==> config.mk <==
export PLATFORM = sky130hd
export DESIGN_NAME = scan_scheduler
export DESIGN_NICKNAME = d
export VERILOG_FILES = /design/src/rtl/scan_scheduler.sv
export SDC_FILE = /design/constraint.sdc
export NUM_CORES = 1
export LEC_CHECK = 0
export CORE_ASPECT_RATIO = 0.7
export CORE_MARGIN = 5
export CORE_UTILIZATION = 45
export CTS_CLUSTER_SIZE = 25
export DETAILED_ROUTE_END_ITERATION = 10
export HOLD_SLACK_MARGIN = 0.03
export PLACE_DENSITY = 0.79
export REMOVE_ABC_BUFFERS = 1
export SLEW_MARGIN = 20
export SYNTH_ARGS = -nofsm -noshare
export SYNTH_HDL_FRONTEND = slang
export SYNTH_SLANG_ARGS = --single-unit
==> constraint.sdc <==
create_clock -name clk -period 4.1 [get_ports clk]
set_clock_uncertainty 0.05 [all_clocks]
set_input_delay 1.025 -clock clk [delete_from_list [all_inputs] [get_ports clk]]
set_output_delay 1.025 -clock clk [all_outputs]
set_load 0.02 [all_outputs]
==> src/rtl/scan_scheduler.sv <==
// Two-scanner job sequencer. It alternates start pulses between scanners A and B
// and arbitrates a single transfer channel with fixed-length grants.
module scan_scheduler #(
    parameter int FULL     = 100,
    parameter int XFER_LEN = 100
) (
    input  logic       clk,
    input  logic       rst,
    input  logic       scan_req,
    input  logic [3:0] num_jobs,
    input  logic [6:0] cnt_a,
    input  logic [6:0] cnt_b,
    input  logic       rdy_a,
    input  logic       rdy_b,
    input  logic       half_a,
    input  logic       half_b,
    output logic       start_a,
    output logic       start_b,
    output logic       xfer_a,
    output logic       xfer_b,
    output logic       stby,
    output logic       busy,
    output logic       done,
    output logic       err
);

    typedef enum logic [1:0] {IDLE, RUN, DRAIN} state_t;

    localparam logic [7:0] FULL_W  = 8'(FULL);
    localparam logic [7:0] TIMER_W = 8'(XFER_LEN - 1);

    state_t     state, state_nx;
    logic [3:0] jobs, started, done_cnt;
    logic [7:0] timer;
    logic       ptr;
    logic       pend_a, pend_b, prefer_b;
    logic       half_a_q, half_b_q, rdy_a_q, rdy_b_q;

    logic active, accept, launch, finish, free, grant_end;
    logic rise_a, rise_b, half_rise, req_a, req_b, gnt_ok, grant_a, grant_b;
    logic start_a_d, start_b_d, xfer_a_d, xfer_b_d, stby_d, busy_d, done_d, err_d;

    assign active    = (state != IDLE);
    assign accept    = (state == IDLE) && scan_req && (num_jobs != 4'd0);
    assign rise_a    = rdy_a & ~rdy_a_q;
    assign rise_b    = rdy_b & ~rdy_b_q;
    assign half_rise = ptr ? (half_b & ~half_b_q) : (half_a & ~half_a_q);
    assign launch    = (state == RUN) && half_rise && (started < jobs);
    assign free      = ~xfer_a & ~xfer_b;
    assign finish    = (state == DRAIN) && (done_cnt == jobs) && free;
    assign grant_end = ~free && (timer == 8'd0);
    assign req_a     = active & (pend_a | rise_a);
    assign req_b     = active & (pend_b | rise_b);
    assign gnt_ok    = active & free & ~finish;
    // prefer_b starts at 0, so a first-ever tie goes to A
    assign grant_a   = gnt_ok & req_a & (~req_b | ~prefer_b);
    assign grant_b   = gnt_ok & req_b & (~req_a | prefer_b);

    always_ff @(posedge clk) begin
        if (rst) begin
            state <= IDLE;
        end else begin
            state <= state_nx;
        end
    end

    always_comb begin
        state_nx = state;
        case (state)
            IDLE:    if (accept) state_nx = RUN;
            RUN:     if (started == jobs) state_nx = DRAIN;
            DRAIN:   if (finish) state_nx = IDLE;
            default: state_nx = IDLE;
        endcase
    end

    always_comb begin
        start_a_d = accept | (launch & ptr);
        start_b_d = launch & ~ptr;
        xfer_a_d  = grant_a | (xfer_a & ~grant_end);
        xfer_b_d  = grant_b | (xfer_b & ~grant_end);
        stby_d    = (state_nx == IDLE);
        busy_d    = (state_nx != IDLE);
        done_d    = finish;
        err_d     = err
                  | (({1'b0, cnt_a} >= FULL_W) & pend_a & ~xfer_a)
                  | (({1'b0, cnt_b} >= FULL_W) & pend_b & ~xfer_b);
        if (accept) err_d = 1'b0;
    end

    always_ff @(posedge clk) begin
        if (rst) begin
            start_a  <= 1'b0;
            start_b  <= 1'b0;
            xfer_a   <= 1'b0;
            xfer_b   <= 1'b0;
            stby     <= 1'b1;
            busy     <= 1'b0;
            done     <= 1'b0;
            err      <= 1'b0;
            jobs     <= '0;
            started  <= '0;
            done_cnt <= '0;
            timer    <= '0;
            ptr      <= 1'b0;
            pend_a   <= 1'b0;
            pend_b   <= 1'b0;
            prefer_b <= 1'b0;
            half_a_q <= 1'b0;
            half_b_q <= 1'b0;
            rdy_a_q  <= 1'b0;
            rdy_b_q  <= 1'b0;
        end else begin
            start_a  <= start_a_d;
            start_b  <= start_b_d;
            xfer_a   <= xfer_a_d;
            xfer_b   <= xfer_b_d;
            stby     <= stby_d;
            busy     <= busy_d;
            done     <= done_d;
            err      <= err_d;
            half_a_q <= half_a;
            half_b_q <= half_b;
            rdy_a_q  <= rdy_a;
            rdy_b_q  <= rdy_b;

            if (accept) begin
                jobs     <= num_jobs;
                started  <= 4'd1;
                done_cnt <= '0;
                ptr      <= 1'b0;
            end else begin
                if (launch) begin
                    started <= started + 4'd1;
                    ptr     <= ~ptr;
                end
                if (grant_end) done_cnt <= done_cnt + 4'd1;
            end

            if (xfer_a && grant_end)  pend_a <= 1'b0;
            else if (active && rise_a) pend_a <= 1'b1;
            if (xfer_b && grant_end)  pend_b <= 1'b0;
            else if (active && rise_b) pend_b <= 1'b1;

            if (grant_a || grant_b)         timer <= TIMER_W;
            else if (!free && timer != '0)  timer <= timer - 8'd1;

            if (grant_a)      prefer_b <= 1'b1;
            else if (grant_b) prefer_b <= 1'b0;
        end
    end

endmodule
==> impl_metrics.ini <==
[final_layout]
nets = 262
fillerInstances = 371
drive_gt1_frac = 0.0866
mostFrequentLayoutCell = dfxtp_1
layout_common_cells = dfxtp_1 (38), clkdlybuf4s50_1 (28), nor2_1 (13)
final-instance-count-excl-fill = 283
area_delta_synth_final_pct = 23.4
antennaDiodeCount = 0

[place]
dp_hpwl_um = 3110
dp_cells = 275
place.gp.congestion = 0.895
port-buffer-count = 28

[clock_tree]
hold_buffers = 0
ctsResizeCount = 0
cts.clk_slew.worst_paths_ps = 80
htree_levels = 2
cts_root_buffer = clkbuf_8
clock_sink_count = 38
cts_buffers = 5
cts_max_path_buffers = 2
cts_setup_buffers = 0
clock_latency_ps = 300
cts_tree = yes

[critical_path]
setup.worst_path.start = num_jobs[0]
worstSetupStartpointType = input port
rr_startpoint = jobs[1]
cp-end-kind = register
arrival_ps = 2820
crit_type = input port to register
rrSetupSlack_ps = 2160
crit_required_ps = 4240
crit_fanout = 11

[floorplan]
rows = 19
core_area_sq_um = 3950
die-height_um = 63.5
die_w_um = 86.4
initial_core_util = 0.466
die_area_sq_um = 5490
ios = 33

[worst_hold_path]
hold_path.class = register to register
min_from = err

[grt]
grt_pass1_vias = 1515
track_usage = 0.164
grt_max_degree = 19
overflow = 0
grt_pass1_wl_um = 7250
antenna_found_initial = 0

[routing]
vias = 1608
drtIter0Drc = 137
drt-total-wl_um = 4190
viasPerCell = 5.68
ant_nets = 0
drcViolationCount = 0
first_pass_iters = 4
wl_per_cell_um = 14.8

[pwr]
power-per-cell-area_nw_per_um2 = 443
leakagePower_nw = 0.842
power.total_mw = 1.01
peakVddDrop_v = 0.000249

[synth]
ys_seq_area_frac = 0.413
synth_edf_count = 0
synth_cell_types = 49
syn_area_per_cell_sq_um = 9.20
synth-seq-cells = 38
synthArstFlopShare = 0
synthCells = 200
syn_area_sq_um = 1840
synth_warnings = 0
synth_ff_type = dfxtp_1

[sta]
worst_pin_slew_ps = 723
fin_hold_ws_ps = 442
slew_viol_final = 0
tns_ps = 0
timing_hold_violations_final = 0
finalCritPeriodShare = 0.654
slew_headroom = 0.517
setup_viol_count_final = 0
finalCriticalPeriod_ps = 2680
rsz0062_at_grt = false
max_freq_mhz = 373

[run]
maxCapViolations = 0

[run_status]
outcome = finished, final reports clean
[Yosys cell counts, types with 5 or more instances]
cell      count  area share
nor2b_1       8       0.027
a21oi_1      12       0.033
nor2_1       13       0.027
nand2_1       6       0.012
nor3_1        8       0.022
nand3_1       8       0.022
nand4_1       7       0.024
xnor2_1       5       0.024
or2_2         6       0.020
ha_1          7       0.048
inv_1        10       0.020
a211oi_1      7       0.029
dfxtp_1      38        0.41
mux2i_1       8       0.044
[report_power, final]
group,internal (mW),switching (mW)
Clock,0.179,0.138
Combinational,0.113,0.144
Sequential,0.401,0.0309
Total,0.693,0.313
[final cells by class]
cell class,count,area (sq um),share of cell area
Multi-Input combinational cell,146,1010,0.445
Sequential cell,38,761,0.335
Timing Repair Buffer,29,288,0.127
Clock buffer,5,68.8,0.0303
Tap cell,52,65.1,0.0287
Clock inverter,3,40.0,0.0176
Inverter,10,37.5,0.0165
[registers in the layout, summed over array words and instances, names as in the netlist, 2 cells and up]
name      flops
timer         8
done_cnt      4
jobs          4
started       4
state         2
[stage by stage]
stage                util  area [sq um]  setup slack [ps]
finish              0.575          2270              1420
global route        0.575          2270              1310
CTS                 0.575          2270              1460
detailed placement  0.548          2160              1140
global placement    0.548          2160              1150
floorplan               -          1810              1740
[per-layer routing]
| metal | GRT usage | wire length [um] |
|---|---|---|
| met1 | 0.243 | 2140 |
| met2 | 0.211 | 1610 |
| met3 | 0.0456 | 339 |
| met4 | 0.0817 | 95 |
| met5 | 0 | 0 |
[path summary, 6_finish.rpt]
kind,to,cells after the start
hold / removal,err,2
setup / recovery,started[0],5
setup reg to reg,ptr,6
hold reg to reg,err,2
[logic make-up (layout without fill, tap and decap cells)]
kind of cell / Yosys count / in the layout / share of synthesized area
buffers and inverters: 16 / 47 / 0.0374
DFF: 38 / 38 / 0.413
and+or+nand+nor: 77 / 77 / 0.243
muxes: 8 / 8 / 0.0435
xor gates and xnor gates: 8 / 8 / 0.0381
adders and majority gates: 7 / 7 / 0.0476
AOI/OAI and AO/OA: 46 / 46 / 0.177
[worst max-delay path, cell delays in order]
cell	delay (ps)
clkdlybuf4s50_1	420
or4_1	550
nand3_1	400
o311ai_0	240
o211a_1	180
No activity file was read; power rests on OpenSTA's default activity.
